--- config.mk ---
export PLATFORM = sky130hd
export DESIGN_NAME = lcd_fb_arbiter
export DESIGN_NICKNAME = d
export VERILOG_FILES = /design/src/rtl/lcd_fb_arbiter.sv
export SDC_FILE = /design/constraint.sdc
export NUM_CORES = 1
export LEC_CHECK = 0
export ABC_AREA = 1
export BUFFER_PORTS_ARGS = -buffer_cell sky130_fd_sc_hd__buf_2
export CAP_MARGIN = 20
export CORE_UTILIZATION = 36
export CTS_CLUSTER_DIAMETER = 200
export DETAILED_ROUTE_END_ITERATION = 12
export MAX_ROUTING_LAYER = met4
export PLACE_DENSITY = 0.71
export SYNTH_ARGS = -nofsm -noshare
export SYNTH_HDL_FRONTEND = slang
export SYNTH_SLANG_ARGS = --single-unit
--- constraint.sdc ---
create_clock -name clk -period 2 [get_ports clk]
set_input_delay 0 -clock clk [delete_from_list [all_inputs] [get_ports clk]]
set_output_delay 0 -clock clk [all_outputs]
set_load 0.02 [all_outputs]
--- src/rtl/lcd_fb_arbiter.sv ---
// Frame-buffer write-port arbiter: CPU pixel writes and a clipped rectangle-fill engine.
// Optional macro LCD_ARB_FAIR_EN: alternate grants when both sources contend during a fill.
module lcd_fb_arbiter #(
    parameter int WIDTH  = 96,
    parameter int HEIGHT = 64,
    parameter int ADDR_W = 13
) (
    input  logic              clk,
    input  logic              reset,
    input  logic              cpu_req,
    input  logic [ADDR_W-1:0] cpu_addr,
    input  logic [15:0]       cpu_data,
    output logic              cpu_ack,
    input  logic              fill_start,
    input  logic [6:0]        fill_x0,
    input  logic [6:0]        fill_x1,
    input  logic [5:0]        fill_y0,
    input  logic [5:0]        fill_y1,
    input  logic [15:0]       fill_color,
    output logic              fill_busy,
    output logic              fill_done,
    output logic              ram_wr,
    output logic [ADDR_W-1:0] ram_addr,
    output logic [15:0]       ram_data
);

    typedef enum logic [1:0] {S_IDLE, S_FILL, S_DONE} state_t;

    localparam logic [7:0] X_LIM8 = 8'(WIDTH - 1);
    localparam logic [7:0] Y_LIM8 = 8'(HEIGHT - 1);
    localparam logic [6:0] X_LIM  = 7'(WIDTH - 1);
    localparam logic [5:0] Y_LIM  = 6'(HEIGHT - 1);

    state_t            r_state, w_state_next;
    logic [6:0]        r_x0, w_x0_next;
    logic [6:0]        r_x1c, w_x1c_next;
    logic [5:0]        r_y1c, w_y1c_next;
    logic [6:0]        r_cx, w_cx_next;
    logic [5:0]        r_cy, w_cy_next;
    logic [15:0]       r_color, w_color_next;
    logic              r_wr;
    logic [ADDR_W-1:0] r_addr;
    logic [15:0]       r_data;

    logic              w_fill_pend;
    logic              w_cpu_gnt;
    logic              w_fill_gnt;
    logic [6:0]        w_x1c;
    logic [5:0]        w_y1c;
    logic              w_empty;
    logic [ADDR_W-1:0] w_fill_addr;

    // Compare in 8 bits so the clip test stays meaningful for any panel size.
    assign w_x1c = ({1'b0, fill_x1} > X_LIM8) ? X_LIM : fill_x1;
    assign w_y1c = ({2'b00, fill_y1} > Y_LIM8) ? Y_LIM : fill_y1;
    // x1c/y1c never exceed the panel, so an origin off-panel also lands here.
    assign w_empty = (fill_x0 > w_x1c) | (fill_y0 > w_y1c);

    assign w_fill_addr = ADDR_W'(r_cy) * ADDR_W'(WIDTH) + ADDR_W'(r_cx);
    assign w_fill_pend = (r_state == S_FILL);

`ifdef LCD_ARB_FAIR_EN
    logic r_last_grant;  // 1: CPU won the last contested cycle, 0: fill did
    logic w_contest;

    assign w_contest = cpu_req & w_fill_pend;
    assign w_cpu_gnt = cpu_req & ~reset & (~w_contest | ~r_last_grant);

    always_ff @(posedge clk) begin
        if (reset) begin
            r_last_grant <= 1'b0;
        end else if (w_contest) begin
            r_last_grant <= w_cpu_gnt;
        end
    end
`else
    assign w_cpu_gnt = cpu_req & ~reset;
`endif

    assign w_fill_gnt = w_fill_pend & ~reset & ~w_cpu_gnt;

    always_comb begin
        w_state_next = r_state;
        w_x0_next    = r_x0;
        w_x1c_next   = r_x1c;
        w_y1c_next   = r_y1c;
        w_cx_next    = r_cx;
        w_cy_next    = r_cy;
        w_color_next = r_color;
        case (r_state)
            S_IDLE: begin
                if (fill_start) begin
                    w_x0_next    = fill_x0;
                    w_x1c_next   = w_x1c;
                    w_y1c_next   = w_y1c;
                    w_cx_next    = fill_x0;
                    w_cy_next    = fill_y0;
                    w_color_next = fill_color;
                    w_state_next = w_empty ? S_DONE : S_FILL;
                end
            end
            S_FILL: begin
                if (w_fill_gnt) begin
                    if (r_cx == r_x1c && r_cy == r_y1c) begin
                        w_state_next = S_DONE;
                    end else if (r_cx == r_x1c) begin
                        w_cx_next = r_x0;
                        w_cy_next = r_cy + 6'd1;
                    end else begin
                        w_cx_next = r_cx + 7'd1;
                    end
                end
            end
            S_DONE:  w_state_next = S_IDLE;
            default: w_state_next = S_IDLE;
        endcase
    end

    always_ff @(posedge clk) begin
        if (reset) begin
            r_state <= S_IDLE;
            r_x0    <= '0;
            r_x1c   <= '0;
            r_y1c   <= '0;
            r_cx    <= '0;
            r_cy    <= '0;
            r_color <= '0;
        end else begin
            r_state <= w_state_next;
            r_x0    <= w_x0_next;
            r_x1c   <= w_x1c_next;
            r_y1c   <= w_y1c_next;
            r_cx    <= w_cx_next;
            r_cy    <= w_cy_next;
            r_color <= w_color_next;
        end
    end

    always_ff @(posedge clk) begin
        if (reset) begin
            r_wr   <= 1'b0;
            r_addr <= '0;
            r_data <= '0;
        end else begin
            r_wr <= w_cpu_gnt | w_fill_gnt;
            if (w_cpu_gnt) begin
                r_addr <= cpu_addr;
                r_data <= cpu_data;
            end else if (w_fill_gnt) begin
                r_addr <= w_fill_addr;
                r_data <= r_color;
            end
        end
    end

    assign cpu_ack   = w_cpu_gnt;
    assign fill_busy = (r_state == S_FILL);
    assign fill_done = (r_state == S_DONE);
    assign ram_wr    = r_wr;
    assign ram_addr  = r_addr;
    assign ram_data  = r_data;

endmodule

=== Word level (Yosys, flattened, before mapping) ===
Cells that the tools add are included.

* Bitwise logic cells: 7
* Equality and inequality tests: 9
* $mul: 1
* Mux-type cells: 20
* Add/subtract/negate cells: 3
* Magnitude comparators: 3
* Reductions and logical operators: 8

{| class="wikitable"
|+ Operators by type and width
! kind !! number
|-
| two-way mux 7 bit || 5
|-
| two-way mux 16 bit || 2
|-
| two-way mux 13 bit || 2
|-
| two-way mux 6 bit || 4
|-
| case mux 7 bit (2 select lines) || 1
|-
| adder 13 x 7 -> 13 bit || 1
|-
| case mux 6 bit (2 select lines) || 1
|-
| multiplier 6 x 2 -> 8 bit, second input constant || 1
|-
| two-way mux 2 bit || 4
|-
| adder 7 x 1 -> 7 bit, second input constant || 1
|-
| == test 7 bit || 1
|-
| > comparator 7 bit || 1
|-
| > comparator 7 bit, second input constant || 1
|-
| adder 6 x 1 -> 6 bit, second input constant || 1
|-
| == test 6 bit || 1
|-
| > comparator 6 bit || 1
|-
| inequality test 2 x 1 -> 1 bit, second input constant || 3
|-
| AND reduction 5 bit || 1
|-
| inequality test 2 bit, second input constant || 2
|-
| case mux 2 bit (2 select lines) || 1
|-
| AND reduction 4 bit || 1
|-
| nonzero test 2 bit || 2
|-
| AND 1 bit || 3
|-
| AND reduction 3 bit || 1
|-
| other kinds (7) || 9
|}

* Output and inout bits: 33
* Flip-flop bits (word level): 81

=== Depth between registers and ports, before layout ===
Gate-level depths: netlist (run 1).

* Depth in word-level cells: 7
* Mapped depth: 13
* Mapped depth without buffers: 13

=== Least setup slack after synthesis (run 1) ===
No wires, ideal clock.

* Path type: flip-flop to flip-flop
* Start point: register r_cy[1]
* End point: register r_addr[9] (netlist: ram_addr[9])
* Arrival: 1797 ps
* Path buffers: 0
* Cell stages (with the launch flop): 12
* Slack: 94 ps
* Cell sequence: dfxtp_1 -> ha_1 -> fa_1 -> nand2_1 -> nor2_1 -> inv_1 -> nor2_1 -> o21ai_0 -> o21ai_0 -> nand2_1 -> nand2_1 -> inv_1

* Word-level cells in the longest chain between the ends: 4

{| class="wikitable"
|+ RTL lines
! item !! line !! text
|-
| start: declaration || 39 || <nowiki>logic [5:0] r_cy, w_cy_next;</nowiki>
|-
| start signal: assignment || 134 || <nowiki>r_cy <= w_cy_next;</nowiki>
|-
| multiplier 6 x 2 -> 8 bit || 59 || <nowiki>assign w_fill_addr = ADDR_W'(r_cy) * ADDR_W'(WIDTH) + ADDR_W'(r_cx);</nowiki>
|-
| adder 13 x 7 -> 13 bit || 59 ||
|-
| two-way mux 13 bit || 149 || <nowiki>end else if (w_fill_gnt) begin</nowiki>
|-
| two-way mux 13 bit || 146 || <nowiki>if (w_cpu_gnt) begin</nowiki>
|-
| end signal: assignment || 147 || <nowiki>r_addr <= cpu_addr;</nowiki>
|-
| end signal: assignment || 150 || <nowiki>r_addr <= w_fill_addr;</nowiki>
|-
| end: declaration || 42 || <nowiki>logic [ADDR_W-1:0] r_addr;</nowiki>
|}

Every way passes these cells. The select of a mux whose other input is x is not followed.
A chain may end at the register's enable or synchronous reset.

=== Worst setup path in the final report (run 1) ===
* Start point: register r_cy[1]
* End point: register r_addr[12] (netlist: ram_addr[12])

The elaborated chain is that of the path after synthesis.

==> results of run 1 <==
-- repair_timing --
| item | 4_1_cts | 5_1_grt |
|---|---|---|
| hold buffers | 63 | 0 |
| setup endpoints to repair | 0 | 5 |
| gates resized for setup | 0 | 12 |
| endpoints found under the hold margin | 64 | 0 |
-- synthesized netlist by cell type --
cell type and n:
nand2_1 159, nor2_1 105, dfxtp_1 81, inv_1 55
o21ai_0 46, nand3_1 31, a21oi_1 27, a31oi_1 26
o21ai_1 26, ha_1 22, clkbuf_1 17, xor2_1 14
nand4_1 8, buf_2 7, inv_2 7, buf_1 4
xnor2_1 4, nor2_4 3, fa_1 2, nand3_2 2
nand3b_1 2, nor3_1 2, o211ai_1 2, or2_2 2
a211oi_1 1, a21boi_0 1, a22o_1 1, a22oi_1 1
buf_4 1, buf_6 1, clkinv_1 1, nand2_2 1
nand3_4 1, nor2_2 1, o21ai_2 1
-- placed cells by master, fill, tap and decap left out, types with 2 or more instances in the layout --
master,Yosys,layout
a21oi_1,27,26
a31oi_1,26,26
buf_12,0,2
buf_2,7,107
buf_4,1,17
clkbuf_16,0,9
clkinv_4,0,2
dfxtp_1,81,78
dfxtp_2,0,3
dlygate4sd3_1,0,63
fa_1,2,2
ha_1,22,21
inv_1,55,55
inv_2,7,7
nand2_1,159,159
nand3_1,31,30
nand3_2,2,3
nand3b_1,2,2
nand4_1,8,8
nor2_1,105,99
nor2_2,1,6
nor2_4,3,4
nor3_1,2,2
o211ai_1,2,2
o21ai_0,46,46
o21ai_1,26,26
or2_2,2,2
xnor2_1,4,4
xor2_1,14,14
-- worst max-delay path by stage --
stage	from	end	slack, ns	cells past startpoint
global placement	r_cy[1]	ram_addr[9]	0.09	11
global route	r_cy[1]	ram_addr[12]	-0.06	10
CTS	r_cy[1]	ram_addr[9]	0.05	11
finish	r_cy[1]	ram_addr[12]	0.11	10
floorplan	r_cy[1]	ram_addr[9]	0.09	11
detailed placement	r_cy[1]	ram_addr[9]	0.08	11
-- tightest hold or removal path: stages --
cell	delay, ns
buf_2	0.10
inv_1	0.04
nand2_1	0.08
nand2_1	0.07
a21oi_1	0.03
-- routing by layer --
layer  vias up  part of all wire  global-route usage
li1       2504                 -                   -
met1      2019              0.50              0.2866
met2       132              0.44              0.3049
met3        12             0.053             0.02657
met4         0             0.011             0.07368
met5         -                 0                   -
-- cell families after synthesis --
family / count (synthesis) / share of synthesized area
simple gates: 317 / 0.2932
flops: 81 / 0.3608
compound gates: 132 / 0.1587
fa+ha+maj: 24 / 0.07016
xor+xnor: 18 / 0.03508
buf+inv: 93 / 0.08213
-- cell type report --
class,count,area (um^2)
Inverter,63,236.5
Timing Repair Buffer,189,1334
Sequential cell,81,1625
Clock inverter,5,63.81
Tap cell,168,210.2
Clock buffer,11,242.7
Fill cell,1215,5854
Multi-Input combinational cell,491,2545
-- stage by stage --
stage          utilization  power, mW  TNS, ns  instance area [um^2]
4_1_cts             0.5131      6.854        0                  6215
3_3_place_gp        0.4357      4.993        0                  5278
6_report            0.5166      6.906        0                  6257
2_1_floorplan            -      4.239        0                  4494
3_5_place_dp        0.4357      5.034        0                  5278
5_1_grt             0.5166      7.438  -0.1187                  6257
-- flip-flops by register name, summed over array words and instances, names as in the netlist --
name and flops:
r_cx 7, r_cy 6, ram_addr 13, r_color 16
ram_wr 1, ram_data 16, r_x1c 7, r_x0 7
r_state 2, r_y1c 6
-- power by group through the flow --
stage | sequential [mW] | clock [mW] | combinational [mW]
after detailed placement | 2.30 | 0 | 2.73
after CTS | 2.27 | 1.73 | 2.85
after floorplan | 2.35 | 0 | 1.88
after global routing | 2.34 | 1.79 | 3.31
final | 2.28 | 1.70 | 2.92
after global placement | 2.29 | 0 | 2.70
==> flow_metrics.env, run 1 <==
export IMPL_worst_path_largest_cell_delay_ns=0.51
export IMPL_clockRootBuffer="clkbuf_16"
export IMPL_coreArea_um2=12110
export IMPL_final_number_of_max_transition_violations=0
export IMPL_pwr_share_seq=0.331
export IMPL_dp_slack_ns=0.08169
export IMPL_cp_required_ns=2.28
export IMPL_yosys_cell_types_count=35
export IMPL_worst_slew_pin_slew_ns=0.6696
export IMPL_place_congestion=0.8391
export IMPL_whs_path_depth=5
export IMPL_netlist_area_leader_share=0.3608
export IMPL_setup_reg_to_reg_worst_slack_ns=0.11
export IMPL_detailroute_via_count=4667
export IMPL_fin_crit_sh=0.9462
export IMPL_setup_viol=0
export IMPL_totalWireLength_mm=12.48
export IMPL_syn_inst=665
export IMPL_worst_setup_path_end_kind="register"
export IMPL_ant_nets=0
export IMPL_cts_setup_buffers=0
export IMPL_path_common_cell="nand2_1"
export IMPL_initialDrtViolationCount=375
export IMPL_rows=40
export IMPL_yosys_register_bits=81
export IMPL_status="finished, final reports clean"
export IMPL_worst_r2r_startpoint="r_cy[1]"
export IMPL_worst_path_max_fanout=3
export IMPL_timing_critical_path_cells="ha_4 > fa_1 > nand2_1 > nor2_2 > nand3_2 > nor2_4 > nand2_1 > nand2_1 > nand3_1 > a21oi_2"
export IMPL_synthDominantAreaCellType="dfxtp_1"
export IMPL_timing_setup_critical_path_class="reg2reg"
export IMPL_finalHoldViolCount=0
export IMPL_p_leak_nw=3.044
export IMPL_drive_above_1_share=0.2036
export IMPL_clock_path_buffers=2
export IMPL_synth_area_um2=4494
export IMPL_vias_in_the_first_global_route=4269
export IMPL_power_switching_mw=2.749
export IMPL_rsz0062_at_grt="yes"
export IMPL_clk_pin_slew_ns=0.06
export IMPL_floorplan_initialDensity=0.3711
export IMPL_slowest_stage_cell_on_the_critical_path="fa_1"
export IMPL_wire_per_inst_um=12.38
export IMPL_floorplan_die_width_um=113.7
export IMPL_die_height_um=113.7
export IMPL_p_per_area_nw_per_um2=1104
export IMPL_cp_buffers_inverters=0
export IMPL_placed_cells_incl_taps=929
export IMPL_p_int_mw=4.157
export IMPL_hold_path_class="in2reg"
export IMPL_start_kind="register"
export IMPL_grt_total_usage=0.2058
export IMPL_hpwl_mm=8.395
export IMPL_worstRegToRegCells=10
export IMPL_synth_fp_nets=764
export IMPL_period_minus_slack_ns=1.892
export IMPL_tritoncts="done"
export IMPL_grt_start_max_net_pins=76
export IMPL_antenna_cells_inserted=0
export IMPL_hold_path_end="r_state[0]"
export IMPL_syn2layout_area_growth_pct=39.23
export IMPL_synth_avg_cell_area_um2=6.758
export IMPL_synth_yosys_seq_area_share=0.3608
export IMPL_drt_pre_antenna_iters=4
export IMPL_grt_ovfl_total=0
export IMPL_critical_path_data_arrival_time_ns=2.17
export IMPL_clkSinkCount=81
export IMPL_cts_buffers=9
export IMPL_nets=934
export IMPL_cpLargestDelayFamily="simple AND/OR/NAND/NOR gates"
export IMPL_fmax_ghz=0.5284
export IMPL_io_buffers=107
export IMPL_irDropWorstVdd_mv=0.6551
export IMPL_fin_worst_skew_ns=0.01252
export IMPL_io_pins=108
export IMPL_timing_rr_end="ram_addr[12]"
export IMPL_clk_latency_ns=0.34
export IMPL_die_area_um2=12930
export IMPL_worst_hold_startpoint="fill_start"
export IMPL_fin_cells=1008
export IMPL_power_switching_fraction=0.3981
export IMPL_grt_first_pass_wirelength_mm=20.56
export IMPL_via_per_inst=4.630
export IMPL_comb_power_share=0.423
export IMPL_detail_route_drc_violations=0
export IMPL_htree_levels=3
export IMPL_final_setup_worst_slack_ns=0.1076
export IMPL_synth_warnings=0
export IMPL_antenna_found_initial=0
export IMPL_slew_limit_headroom=0.5536
export IMPL_finalHoldWorstSlack_ns=0.03816
export IMPL_max_cap_viol_count=0
export IMPL_synth_area_top_cells="dfxtp_1 36%, nand2_1 13%, nor2_1 8.8%"
export IMPL_portion_of_total_power_attributed_to_the_clock_network=0.247
(Power assumes the default switching activity.)
==> inputs of run 2 (changes only) <==
==> constraint.sdc (replaced) <==
create_clock -name clk -period 2 [get_ports clk]
set_input_delay 0.1 -clock clk [delete_from_list [all_inputs] [get_ports clk]]
set_output_delay 0.1 -clock clk [all_outputs]
set_load 0.02 [all_outputs]
==> run 2 against run 1 <==
Against the previous run:
- register-to-register slack got worse by 0.03 ns
- first-iteration DRC count is 31% lower
- flip-flop and latch count did not move
- worst hold slack lost 0.031 ns
- die area stayed put
- clock-buffer cell count fell by 2
- sequential power about the same
- critical path depth stayed put
- total power decreased by 1.2%
- final cell count fell by 6.3%
- worst setup slack worse by 0.028 ns
- clock skew decreased by 0.0066 ns
==> flow_metrics.env, run 2 (synthesis results as in run 1) <==
export IMPL_status="finished, final reports clean"
export IMPL_fmax_ghz=0.5207
export IMPL_detailroute_via_count=4400
export IMPL_floorplan_die_width_um=113.7
export IMPL_most_frequent_standard_cell_in_the_layout_excluding_fill_and_tap_cells="nand2_1"
export IMPL_worst_setup_path_end_kind="register"
export IMPL_drive_above_1_share=0.2216
export IMPL_slowest_stage_cell_on_the_critical_path="fa_2"
export IMPL_irDropWorstVdd_mv=0.4260
export IMPL_top_layer="met4"
export IMPL_critical_path_data_arrival_time_ns=2.19
export IMPL_max_cap_viol_count=0
export IMPL_rsz0062_at_grt="yes"
export IMPL_clk_latency_ns=0.34
export IMPL_die_area_um2=12930
export IMPL_clock_path_buffers=2
export IMPL_route_met2_wl_mm=4.779
export IMPL_worst_slew_pin_slew_ns=0.5657
export IMPL_timing_setup_critical_path_class="reg2reg"
export IMPL_io_pins=108
export IMPL_hold_path_class="in2reg"
export IMPL_ant_nets=0
export IMPL_finalHoldWorstSlack_ns=0.006964
export IMPL_floorplan_initialDensity=0.3711
export IMPL_setup_viol=0
export IMPL_totalWireLength_mm=11.39
export IMPL_place_congestion=0.8409
export IMPL_worst_path_max_fanout=3
export IMPL_worstRegToRegCells=10
export IMPL_syn2layout_area_growth_pct=25.39
export IMPL_detail_route_drc_violations=0
export IMPL_whs_path_depth=3
export IMPL_timing_rr_end="ram_addr[12]"
export IMPL_nets=870
export IMPL_hpwl_mm=8.388
export IMPL_met1_length_mm=5.984
export IMPL_cpLargestDelayFamily="adder cells"
export IMPL_antenna_cells_inserted=0
export IMPL_vias_in_the_first_global_route=3977
export IMPL_coreArea_um2=12110
export IMPL_cts_buffers=9
export IMPL_cp_buffers_inverters=0
export IMPL_slew_limit_headroom=0.6229
export IMPL_grt_first_pass_wirelength_mm=18.77
export IMPL_initialDrtViolationCount=259
export IMPL_clkSinkCount=81
export IMPL_finalHoldViolCount=0
export IMPL_grt_start_max_net_pins=63
export IMPL_rows=40
export IMPL_io_buffers=107
export IMPL_worst_hold_startpoint="fill_color[13]"
export IMPL_final_number_of_max_transition_violations=0
export IMPL_final_cell_mix="157 x nand2_1, 107 x buf_2, 100 x nor2_1"
export IMPL_worst_r2r_startpoint="r_cy[1]"
export IMPL_drt_pre_antenna_iters=4
export IMPL_met3RoutedLength_um=464
export IMPL_fin_setup_tns_ns=0
export IMPL_wire_per_inst_um=12.06
export IMPL_setup_reg_to_reg_worst_slack_ns=0.08
export IMPL_cts_setup_buffers=0
export IMPL_worst_path_largest_cell_delay_ns=0.60
export IMPL_die_height_um=113.7
export IMPL_fin_cells=944
export IMPL_fin_worst_skew_ns=0.005972
export IMPL_grt_total_usage=0.1879
export IMPL_clockRootBuffer="clkbuf_16"
export IMPL_p_per_area_nw_per_um2=1210
export IMPL_via_per_inst=4.661
export IMPL_n_fill_cell=1298
export IMPL_fin_crit_sh=0.9602
export IMPL_tritoncts="done"
export IMPL_clk_pin_slew_ns=0.06
export IMPL_period_minus_slack_ns=1.920
export IMPL_seq_area_um2=1628
export IMPL_cp_required_ns=2.27
export IMPL_p_leak_nw=2.780
export IMPL_htree_levels=3
export IMPL_hold_path_end="r_color[13]"
export IMPL_antenna_found_initial=0
export IMPL_start_kind="register"
export IMPL_timing_critical_path_cells="ha_4 > fa_2 > nand2_2 > nor2_4 > nand3_2 > nor2_4 > nand2_1 > nand2_1 > nand3_1 > a21oi_1"
export IMPL_placed_cells_incl_taps=928
export IMPL_hold_buffer_count_at_cts=0
export IMPL_area_taken_by_multi_input_logic_gates_um2=2556
export IMPL_grt_ovfl_total=0
run 2: cell types whose count changed in the layout (fill, tap and decap cells not counted), moves of 2 or more:
cell,delta
dlygate4sd3_1,-63
inv_6,+3
nor2_2,-3
clkinv_4,-2
nand2_1,-2
nand2_2,+2
nor2_4,+2
run 2: worst register-to-register path: stages (launching register included):
cell and delay [ns]:
dfxtp_4 0.36, ha_4 0.16, fa_2 0.60, nand2_2 0.09, nor2_4 0.10, nand3_2 0.11
nor2_4 0.14, nand2_1 0.06, nand2_1 0.05, nand3_1 0.06, a21oi_1 0.11
run 2: layout make-up:
class,instances,share of cell area
flip-flops and latches,81,0.2889
inverters,63,0.04196
multi-input cells,491,0.4536
clock buffers,9,0.03996
repair buffers,125,0.1234
well taps,168,0.03730
clock inverters,7,0.01488
run 2: repair_timing:
item,4_1_cts,5_1_grt
resized for setup,0,16
endpoints found under the hold margin,0,0
endpoints found under the setup margin,0,4
run 2: routing by layer:
| layer | up-vias | GRT usage |
|---|---|---|
| met5 | - | - |
| met4 | 0 | 0.05614 |
| met3 | 12 | 0.03241 |
| met2 | 101 | 0.2728 |
| met1 | 1908 | 0.2652 |
| li1 | 2379 | - |
run 2: worst max-delay path by stage:
stage / startpoint / endpoint / slack [ns] / cells after the start
after floorplan: r_cy[1] / ram_addr[9] / 0.09 / 11
after global placement: r_cy[1] / ram_addr[9] / 0.08 / 11
after detailed placement: r_cy[1] / ram_addr[9] / 0.05 / 11
after CTS: r_cy[1] / ram_addr[9] / 0.04 / 11
after global routing: r_cy[1] / ram_addr[12] / -0.03 / 10
final: r_cy[1] / ram_addr[12] / 0.08 / 10
run 2: report_power, final:
group	internal [mW]	leakage, nW	switching [mW]
Clock	0.994	0.149	0.727
Sequential	1.97	0.672	0.316
Combinational	1.10	1.96	1.71
run 2: metrics by stage:
stage,worst slack [ns],area (um^2),power [mW],util
2_1_floorplan,0.09426,4494,4.239,-
3_3_place_gp,0.07955,5270,4.971,0.4351
3_5_place_dp,0.04800,5270,4.994,0.4351
4_1_cts,0.03969,5579,6.758,0.4606
5_1_grt,-0.02901,5635,7.373,0.4653
6_report,0.07958,5635,6.822,0.4653
